$ cat config.mk
export PLATFORM = sky130hd
export DESIGN_NAME = mtimer_unit
export DESIGN_NICKNAME = d
export VERILOG_FILES = /design/src/rtl/mtimer_unit.sv
export SDC_FILE = /design/constraint.sdc
export NUM_CORES = 1
export LEC_CHECK = 0
export BUFFER_PORTS_ARGS = -buffer_cell sky130_fd_sc_hd__buf_2
export CAP_MARGIN = 40
export CORE_MARGIN = 3
export CORE_UTILIZATION = 46
export CTS_CLUSTER_SIZE = 8
export DETAILED_ROUTE_END_ITERATION = 7
export PLACE_DENSITY_LB_ADDON = 0.05
export SLEW_MARGIN = 20
export SYNTH_ARGS = -nofsm -noshare
export SYNTH_HDL_FRONTEND = slang
export SYNTH_SLANG_ARGS = --single-unit
$ cat constraint.sdc
create_clock -name clk -period 3.6 [get_ports clk]
set_input_delay 0.18 -clock clk [delete_from_list [all_inputs] [get_ports clk]]
set_output_delay 0.18 -clock clk [all_outputs]
set_load 0.01 [all_outputs]
$ cat src/rtl/mtimer_unit.sv
// rtl/mtimer_unit.sv - machine timer: 64-bit mtime/mtimecmp behind a 32-bit register port
// Optional build macro TIMER_PRESCALER_EN: mtime advances once every PRESCALE enabled cycles.
module mtimer_unit #(
  parameter int ADDR_W   = 5,
  parameter int PRESCALE = 10
) (
  input  logic              clk,
  input  logic              rst,
  input  logic              sel,
  input  logic [ADDR_W-1:0] addr,
  input  logic              wr_en,
  input  logic              rd_en,
  input  logic [31:0]       wdata,
  output logic [31:0]       rdata,
  output logic              rdata_valid,
  output logic              timer_int
);

  logic [63:0] mtime_q, mtime_d;
  logic [63:0] mtimecmp_q, mtimecmp_d;
  logic        en_q, en_d;
  logic [31:0] hi_shadow_q, hi_shadow_d;
  logic [31:0] rdata_q, rdata_d;
  logic        rdata_valid_q;
  logic        timer_int_q;

  // Word-aligned offset: the low two address bits never select anything.
  logic [ADDR_W-1:0] off;
  assign off = addr & ~ADDR_W'(3);

  logic hit_mlo, hit_mhi, hit_clo, hit_chi, hit_ctrl;
  assign hit_mlo  = (off == ADDR_W'(8'h00));
  assign hit_mhi  = (off == ADDR_W'(8'h04));
  assign hit_clo  = (off == ADDR_W'(8'h08));
  assign hit_chi  = (off == ADDR_W'(8'h0C));
  assign hit_ctrl = (off == ADDR_W'(8'h10));

  logic wr, rd;
  assign wr = sel & wr_en;
  assign rd = sel & rd_en;

  logic tick;

`ifdef TIMER_PRESCALER_EN
  localparam int PW = (PRESCALE > 1) ? $clog2(PRESCALE) : 1;
  logic [PW-1:0] pre_q, pre_d;

  assign tick = en_q && (pre_q == PW'(PRESCALE - 1));

  // Prescale counter: restarts on any mtime write, wraps after the tick cycle, holds while disabled.
  always_comb begin
    pre_d = pre_q;
    if (wr && (hit_mlo || hit_mhi)) begin
      pre_d = '0;
    end else if (en_q) begin
      pre_d = tick ? '0 : pre_q + PW'(1);
    end
  end

  // Prescale counter register.
  always_ff @(posedge clk) begin
    if (!rst) pre_q <= '0;
    else      pre_q <= pre_d;
  end
`else
  assign tick = en_q;
`endif

  // Next-state for counter, compare, control and read path; a write to one mtime half suppresses the increment.
  always_comb begin
    mtime_d     = tick ? mtime_q + 64'd1 : mtime_q;
    mtimecmp_d  = mtimecmp_q;
    en_d        = en_q;
    hi_shadow_d = hi_shadow_q;
    rdata_d     = rdata_q;

    if (wr) begin
      if (hit_mlo)  mtime_d            = {mtime_q[63:32], wdata};
      if (hit_mhi)  mtime_d            = {wdata, mtime_q[31:0]};
      if (hit_clo)  mtimecmp_d[31:0]   = wdata;
      if (hit_chi)  mtimecmp_d[63:32]  = wdata;
      if (hit_ctrl) en_d               = wdata[0];
    end

    if (rd) begin
      if (hit_mlo) begin
        rdata_d     = mtime_q[31:0];
        hi_shadow_d = mtime_q[63:32];
      end else if (hit_mhi) begin
        rdata_d = hi_shadow_q;
      end else if (hit_clo) begin
        rdata_d = mtimecmp_q[31:0];
      end else if (hit_chi) begin
        rdata_d = mtimecmp_q[63:32];
      end else if (hit_ctrl) begin
        rdata_d = {31'd0, en_q};
      end else begin
        rdata_d = 32'd0;
      end
    end
  end

  // State registers; interrupt compares the post-update values so it tracks mtime/mtimecmp without lag.
  always_ff @(posedge clk) begin
    if (!rst) begin
      mtime_q       <= 64'd0;
      mtimecmp_q    <= 64'hFFFF_FFFF_FFFF_FFFF;
      en_q          <= 1'b1;
      hi_shadow_q   <= 32'd0;
      rdata_q       <= 32'd0;
      rdata_valid_q <= 1'b0;
      timer_int_q   <= 1'b0;
    end else begin
      mtime_q       <= mtime_d;
      mtimecmp_q    <= mtimecmp_d;
      en_q          <= en_d;
      hi_shadow_q   <= hi_shadow_d;
      rdata_q       <= rdata_d;
      rdata_valid_q <= rd;
      timer_int_q   <= (mtime_d >= mtimecmp_d);
    end
  end

  assign rdata       = rdata_q;
  assign rdata_valid = rdata_valid_q;
  assign timer_int   = timer_int_q;

endmodule

# Word level (Yosys, flattened, before mapping)
# Index checks and enable logic that the tools add are counted.
# op_classes
n_addsub	1
magnitude_cmp	1
n_eq_ne	4
mux	12
bitwise	2
reduce_logical	3
# op_table
op	count
$mux 64	5
$mux 32	6
$add 64x1->64 const B	1
$ge 64x64->1	1
$eq 3x2->1 const B	2
$logic_not 5->1	1
$reduce_and 2->1	2
$eq 3x1->1 const B	1
$eq 3x3->1 const B	1
$and 1x1->1	2
$mux 1	1
# word_totals
reg_bits	195
inputBits	42
elab_cells	30

# Depth between registers and ports, before layout
# Gate-level depths: netlist of the first run.
# logic_depth
depth_word	6
depth_mapped	16

# Worst setup path before layout of the first run
# OpenSTA, ideal clock, no wires.
# synth_timing
kind	flip-flop to flip-flop
startpoint	register mtime_q[12]
endpoint	register timer_int_q, in the netlist timer_int
t_arrival_ns	3.233
setup_slack_ns	0.245
stages_incl_launch_ff	16
path_buffers	2
synth_period_minus_slack_ns	3.355
path_cell_list	dfxtp_1 > buf_2 > nand4_4 > or4_1 > buf_2 > nor4_4 > mux2i_1 > nand2_1 > o211a_1 > ha_1 > a21oi_1 > o21ai_0 > a221oi_1 > a221oi_1 > a21oi_1 > o31ai_1
# synth_between
elab_chain_cells	6
# synth_lines
item	line	source
start: declaration	19	logic [63:0] mtime_q, mtime_d;
start signal: assignment	114	mtime_q <= mtime_d;
$add 64x1->64 (*)	71	mtime_d = tick ? mtime_q + 64'd1 : mtime_q;
$mux 64 (*)	71	
$mux 64	78	if (hit_mlo) mtime_d = {mtime_q[63:32], wdata};
$mux 64	79	if (hit_mhi) mtime_d = {wdata, mtime_q[31:0]};
$mux 64 (*)	77	if (wr) begin
named net mtime_d[37]	19	
$ge 64x64->1 (*)	120	timer_int_q <= (mtime_d >= mtimecmp_d);
end signal: assignment	120	
end: declaration	25	logic timer_int_q;
# Mark *: on every way through the listed nets, which the timed path passes. The rest lies on a longest branch.
# A chain may end at the register's enable or synchronous reset.

# Worst setup path after layout of the first run
# layout_timing
startpoint	register mtime_q[5]
endpoint	register timer_int_q, in the netlist timer_int
# Same word-level chain as after synthesis.

==> metrics.md, run 1 <==
| Metric | Value |
|---|---|
| Final max-slew violation count | 0 |
| DP Area | about 0.013 mm² |
| Routed length per instance | around 23 µm |
| Fin cells | around 1800 |
| Violation count after the first detailed-routing iteration | 1076 |
| List of most frequent post-synthesis cells | sky130_fd_sc_hd__nand2_1, sky130_fd_sc_hd__dfxtp_1, sky130_fd_sc_hd__nor2_1 |
| Clock buffer count from CTS | 17 |
| Routed WL | roughly 42000 µm |
| Area share of the leading cell type in the synthesized netlist | 0.348 |
| Headroom to the max-slew limit | 0.457 |
| Clock root cell | sky130_fd_sc_hd__clkbuf_16 |
| Part of the Yosys area used for sequential elements | 0.348 |
| Height of the chip | 162 µm |
| Maximum achievable frequency | between 200 and 300 MHz |
| PwrDens | between 300 and 400 mW/mm² |
| Detail-routed via count per cell | approximately 6.1 |
| CTS HTree Levels | 4 |
| Critical path class | flop to flop |
| Hold buffers post-CTS | 0 |
| Initial cell density of the core | 0.473 |
| Unique masters post-synth | 70 |
| Setup repair after global routing missed its margin | true |
| Total nets after synthesis | 1460 |
| Reg2Reg Depth | 13 |
| Count of final hold-check violations | 0 |
| Register bit count reported by yosys | 195 |
| Async S/R FF share, synth | 0 |
| Worst min-delay path startpoint | rst |
| Synth area leaders | sky130_fd_sc_hd__dfxtp_1, sky130_fd_sc_hd__ha_1, sky130_fd_sc_hd__nand2_1 |
| DIE AREA | between 0.02 and 0.03 mm² |
| Width of the chip | roughly 160 µm |
| Period Utilization, post-route | 0.993 |
| Flop-to-flop setup slack | 0.03 ns |
| Global-route wire length before repair | around 64000 µm |
| Hold worst-path end | mtime_q[52] |
| Area occupied by multi-input gates | about 0.007 mm² |
| HPWL after detailed placement | about 32000 µm |
| Sort of element at the start of the critical path | flop |
| Mapped Area | about 0.011 mm² |
| I/O Pins | 76 |
| Maximum clock insertion buffer count | 2 |
| Avg Synthesized Cell Area | roughly 8.3 µm² |
| Worst EP arrival | roughly 4 ns |
| Final cell utilization of the core | 0.578 |
| Register Area | between 0.003 and 0.004 mm² |
| Number of nets in the finished design | 1618 |
| Number of synthesized flops with an enable pin | 0 |
| Clk slew on worst S/H paths | around 0.08 ns |
| Clock latency at the later pin of the worst-skew pair | roughly 0.45 ns |
| Most repeated cell in the gate-level netlist after synthesis | sky130_fd_sc_hd__nand2_1 |
| Total number of placement rows | 56 |
| Setup-failing EPs final | 0 |
| Yosys warning count | 0 |
| Worst Path Max Fanout | 7 |
| Post-synth top area cell | sky130_fd_sc_hd__dfxtp_1 |
| Largest vdd supply drop | 0.237 mV |
| Port Buffer Count | 73 |
| Detailed-routing iteration count for the pre-antenna-repair pass | 5 |
| Least-Margin Pin Slew | roughly 0.8 ns |
| Launch point of the worst reg-to-reg path | mtime_q[5] |
| Final worst path period need | around 3.6 ns |
| Clock tree from TritonCTS | yes |
| Number of global-route vias before repair | 10700 |
| Aggregate global routing overflow | 0 |
| Remaining number of nets flagged by the antenna check after routing | 0 |
| Vias | roughly 11000 |
| Result of the run | complete, no violations |
| Initial antenna violation count | 1 |
| Reg-to-Reg End | timer_int |
| Final weighted congestion in routability-driven placement | around 0.96 |
| Synth-to-Final Area Change | 22.2% |
| Worst clock skew | roughly 0.013 ns |
| Pin count of the biggest net entering global routing | between 60 and 70 |
| Worst Path Required | approximately 4.0 ns |
| Hold Crit Depth | 3 |
| Count of fill cells added during filler insertion | roughly 2200 |
| Most common flop cell mapped by yosys | sky130_fd_sc_hd__dfxtp_1 |
| Global-route usage over all layers | 0.319 |
| Fraction of layout cells with a size suffix above 1 | 0.231 |
| Lkg Pwr | between 5 and 6 nW |
| Number of max-capacitance violations reported | 0 |
| Placed Cells | roughly 1800 |
| Count of mapped cells out of synthesis | between 1000 and 1500 |
| Worst min-delay path class | primary input to flop |
| Design area | 0.0137 mm² |
| Number of remaining DRC errors | 0 |
| Clock Sink Count | 195 |
| Core region area | 0.0238 mm² |
| Endpoint class of the critical path | flop |
## worst max-delay path: stages, from the launching register on
cell and delay (ns):
sky130_fd_sc_hd__dfxtp_1 0.35, sky130_fd_sc_hd__nand3_2 0.14, sky130_fd_sc_hd__buf_4 0.19, sky130_fd_sc_hd__or4_1 0.52, sky130_fd_sc_hd__buf_4 0.19, sky130_fd_sc_hd__nor2_4 0.11
sky130_fd_sc_hd__a21oi_1 0.08, sky130_fd_sc_hd__a211o_1 0.29, sky130_fd_sc_hd__ha_1 0.30, sky130_fd_sc_hd__nand4_1 0.17, sky130_fd_sc_hd__or4_1 0.53, sky130_fd_sc_hd__o211ai_1 0.23
sky130_fd_sc_hd__a31oi_1 0.19, sky130_fd_sc_hd__o31ai_1 0.20
## worst max-delay path by stage
stage                      from   endpoint  cells past startpoint
finish               mtime_q[5]  timer_int                     13
floorplan           mtime_q[12]  timer_int                     15
detailed placement  mtime_q[14]  timer_int                     14
global route         mtime_q[9]  timer_int                     15
global placement    mtime_q[12]  timer_int                     15
CTS                  mtime_q[9]  timer_int                     15
## metal layers
layer	wire [µm]	vias up	track usage
met1	19600	5359	0.463
met5	13	-	0
met3	4160	66	0.0893
li1	-	5306	-
met2	17700	494	0.465
met4	912	2	0.0822
## flip-flops by register name, indices dropped and copies added (netlist names)
register,count
en_q,1
hi_shadow_q,32
mtime_q,64
mtimecmp_q,64
rdata,32
rdata_valid,1
timer_int,1
## placed cells by master (no fill, tap or decap), types with 12 or more instances in the layout
master                      count
sky130_fd_sc_hd__ha_1          65
sky130_fd_sc_hd__buf_2         73
sky130_fd_sc_hd__a21oi_1       87
sky130_fd_sc_hd__nand3_1       32
sky130_fd_sc_hd__buf_4        155
sky130_fd_sc_hd__o21ai_0       49
sky130_fd_sc_hd__dfxtp_1      194
sky130_fd_sc_hd__nor3_1        22
sky130_fd_sc_hd__nor4_1        14
sky130_fd_sc_hd__clkbuf_16     17
sky130_fd_sc_hd__a22oi_1       29
sky130_fd_sc_hd__nand4_1       33
sky130_fd_sc_hd__and2_1        46
sky130_fd_sc_hd__mux2_2        29
sky130_fd_sc_hd__o211ai_1      25
sky130_fd_sc_hd__mux2i_1       76
sky130_fd_sc_hd__nor2_1       110
sky130_fd_sc_hd__and4_1        12
sky130_fd_sc_hd__nand2_1      205
sky130_fd_sc_hd__a211oi_1      22
sky130_fd_sc_hd__and3_1        19
## where the power goes
part	internal (mW)	switching (mW)
Clock	0.996	0.988
Combinational	0.240	0.378
Sequential	2.21	0.0424
Total	3.45	1.41
## kinds of logic (layout without fill, tap and decap cells)
group                      count (synthesis)  after routing  share of synthesized area
AOI/OAI and AO/OA                        309            309                      0.184
xor gates and xnor gates                   5              5                    0.00390
adders and majority gates                 65             65                     0.0724
buffers and inverters                    105            276                     0.0355
DFF                                      195            195                      0.348
muxes                                    112            112                      0.110
other                                      0              1                          0
and+or+nand+nor                          562            562                      0.247
## through the flow
stage | setup TNS (ns) | setup slack [ns] | power [mW] | hold slack [ns]
final | 0 | 0.0265 | 4.86 | 0.0245
after global routing | -0.111 | -0.111 | 5.03 | 0.0358
after CTS | 0 | 0.00835 | 4.86 | 0.0173
after detailed placement | -0.340 | -0.340 | 2.90 | 0.447
after global placement | -0.291 | -0.291 | 2.90 | 0.441
after floorplan | 0 | 0.245 | 2.63 | 0.305
## area by class of cell
| type | instances | share of cell area |
|---|---|---|
| Clock buffer | 18 | 0.0313 |
| Inverter | 9 | 0.00255 |
| Multi-Input combinational cell | 1053 | 0.519 |
| Tap cell | 319 | 0.0291 |
| Antenna cell | 1 | 0.000182 |
| Sequential cell | 195 | 0.285 |
| Clock inverter | 14 | 0.0121 |
| Timing Repair Buffer | 235 | 0.122 |
## what timing repair did
action,in CTS,in global routing
resized for setup,15,17
setup endpoints to repair,1,1
pin swaps,5,8
buffers inserted,1,0
Note: power is estimated with default switching activity, not from simulation.
==> inputs of run 2 (changes only) <==
--- a/config.mk
+++ b/config.mk
@@ -11,6 +11,7 @@
 export CORE_UTILIZATION = 46
 export CTS_CLUSTER_SIZE = 8
 export DETAILED_ROUTE_END_ITERATION = 7
+export GPL_TIMING_DRIVEN = 0
 export PLACE_DENSITY_LB_ADDON = 0.05
 export SLEW_MARGIN = 20
 export SYNTH_ARGS = -nofsm -noshare
==> metrics.md, run 2 (synthesis gave the netlist of run 1 again) <==
| Metric | Value |
|---|---|
| Maximum clock insertion buffer count | 2 |
| Largest vdd supply drop | 0.212 mV |
| Aggregate global routing overflow | 0 |
| Setup-failing EPs final | 1 |
| Design area | approximately 0.014 mm² |
| Clock latency at the later pin of the worst-skew pair | roughly 0.46 ns |
| Maximum achievable frequency | around 260 MHz |
| Clock tree from TritonCTS | yes |
| Number of global-route vias before repair | between 10000 and 15000 |
| Final TNS setup | -0.196 ns |
| Total number of placement rows | 56 |
| Hold buffers post-CTS | 0 |
| Met2 Usage GRT | 0.544 |
| Worst min-delay path class | primary input to flop |
| Clock buffer count from CTS | 17 |
| Number of nets in the finished design | 1588 |
| Worst clock skew | 0.0109 ns |
| Initial cell density of the core | 0.473 |
| Min setup slack post-route | -0.196 ns |
| DIE AREA | 0.0263 mm² |
| Commonest non-fill, non-tap cells in the layout | sky130_fd_sc_hd__nand2_1, sky130_fd_sc_hd__dfxtp_1, sky130_fd_sc_hd__nor2_1 |
| Critical path class | flop to flop |
| Height of the chip | between 150 and 200 µm |
| Worst Path Required | approximately 4 ns |
| PwrDens | ~360 mW/mm² |
| Slowest stage delay, CP | ~0.63 ns |
| Violation count after the first detailed-routing iteration | roughly 1500 |
| Master of the slowest instance on the critical path | sky130_fd_sc_hd__or4_4 |
| Setup repair after global routing missed its margin | true |
| Routed WL | ~50000 µm |
| GRT busiest layer | met2 |
| I/O Pins | 76 |
| Port Buffer Count | between 70 and 80 |
| Sort of element at the start of the critical path | flop |
| Clk slew on worst S/H paths | 0.08 ns |
| Met1 track utilization from global routing | 0.523 |
| Count of final hold-check violations | 0 |
| Synth-to-Final Area Change | 20.5% |
| Worst Path Max Fanout | 6 |
| Final worst path period need | 3.80 ns |
| Lkg Pwr | 5.60 nW |
| Initial antenna violation count | 2 |
| Detailed-routing iteration count for the pre-antenna-repair pass | 6 |
| Clock root cell | sky130_fd_sc_hd__clkbuf_16 |
| Largest registers | mtime_q (64), mtimecmp_q (64) |
| Fraction of layout cells with a size suffix above 1 | 0.201 |
| HPWL after detailed placement | 37300 µm |
| Violations in the final reports | negative setup slack |
| Number of remaining DRC errors | 0 |
| Routed length per instance | roughly 27 µm |
| Result of the run | complete, but fails checks |
| CTS HTree Levels | 4 |
| Global-route wire length before repair | around 72000 µm |
| Vias | around 12000 |
| Period Utilization, post-route | 1.05 |
| Detail-routed via count per cell | ~6.4 |
| Inserted Diodes | 0 |
| Clock Sink Count | 195 |
| Cell seen most often among critical-path stages | sky130_fd_sc_hd__nand4_1 |
| DP Area | 0.0121 mm² |
| Total power | slightly below 5 mW |
| Pin count of the biggest net entering global routing | 21 |
| Global routing usage on met3 | 0.0974 |
| Cell breakdown of the critical path | nand2_1, or4_4, nor2_4, nand4_1, mux2_4, nor2_1, ha_1, nand4_1, buf_6, nor4b_4, buf_4, nand4_1, buf_4, o31ai_2 |
| Post-Route Hold Slack | roughly 0.027 ns |
| Most frequent standard cell in the layout excluding fill and tap cells | sky130_fd_sc_hd__nand2_1 |
| Global-route usage over all layers | 0.372 |
| Number of max-capacitance violations reported | 0 |
| Final weighted congestion in routability-driven placement | roughly 1.0 |
| Width of the chip | about 160 µm |
| Least-Margin Pin Slew | roughly 0.9 ns |
| Remaining number of nets flagged by the antenna check after routing | 0 |
| Endpoint class of the critical path | flop |
| Worst EP arrival | approximately 4.2 ns |
| Core region area | 0.0238 mm² |
| Final max-slew violation count | 0 |
| Final cell utilization of the core | 0.569 |
| Count of fill cells added during filler insertion | 2271 |
| Headroom to the max-slew limit | 0.385 |
-- run 2: cell count changes in the layout (fill, tap and decap cells not counted), moves of 11 or more --
cell,before,now
sky130_fd_sc_hd__clkbuf_2,0,11
sky130_fd_sc_hd__dfxtp_1,194,175
sky130_fd_sc_hd__clkbuf_1,1,56
sky130_fd_sc_hd__buf_4,155,32
sky130_fd_sc_hd__dfxtp_2,1,12
-- run 2: stage by stage --
stage	setup slack [ns]	instances
after floorplan	0.245	1353
after global placement	-2.27	1743
after detailed placement	-1.91	1753
after CTS	-0.0502	1811
after global routing	-0.331	1813
final	-0.196	1813
-- run 2: final timing paths --
kind,startpoint,end,slack (ns),depth (start not counted)
setup / recovery,mtime_q[42],timer_int,-0.20,14
hold / removal,wdata[19],mtimecmp_q[19],0.03,3
setup reg to reg,mtime_q[42],timer_int,-0.20,14
hold reg to reg,hi_shadow_q[19],hi_shadow_q[19],0.46,2
-- run 2: worst max-delay path, delay by kind of cell, from the launching register on --
kind / cells / cell delay [ns]
adders and majority gates: 1 / 0.13
AOI/OAI and AO/OA: 1 / 0.26
and+or+nand+nor: 8 / 1.87
DFF: 1 / 0.56
muxes: 1 / 0.34
buffers and inverters: 3 / 0.54
-- run 2: cell type report --
class,count,area (µm²),share of cell area
timing repair buffer,115,733,0.0542
multi-input combinational,1053,7330,0.542
clock buffer,18,429,0.0317
tap,319,399,0.0295
sequential,195,3950,0.292
buffer,90,464,0.0343
inverter,9,33.8,0.00250
clock inverter,14,193,0.0142
-- run 2: what timing repair did --
| item | in CTS | in global routing |
|---|---|---|
| gates resized for setup | 145 | 8 |
| pin swaps | 30 | 2 |
| buffers inserted | 32 | 1 |
| endpoints found under the setup margin | 1 | 1 |
| endpoints found under the hold margin | 0 | 0 |
-- run 2: layer usage --
layer  part of all wire  vias up
met5            0.00026        -
met4              0.044        2
met3               0.11      143
met2               0.41      670
met1               0.43     5616
li1                   -     5246
-- run 2: where the power goes --
group / switching (mW) / total (mW) / internal, mW
Sequential: 0.0689 / 2.28 / 2.21
Combinational: 0.390 / 0.602 / 0.212
Clock: 1.03 / 2.04 / 1.01
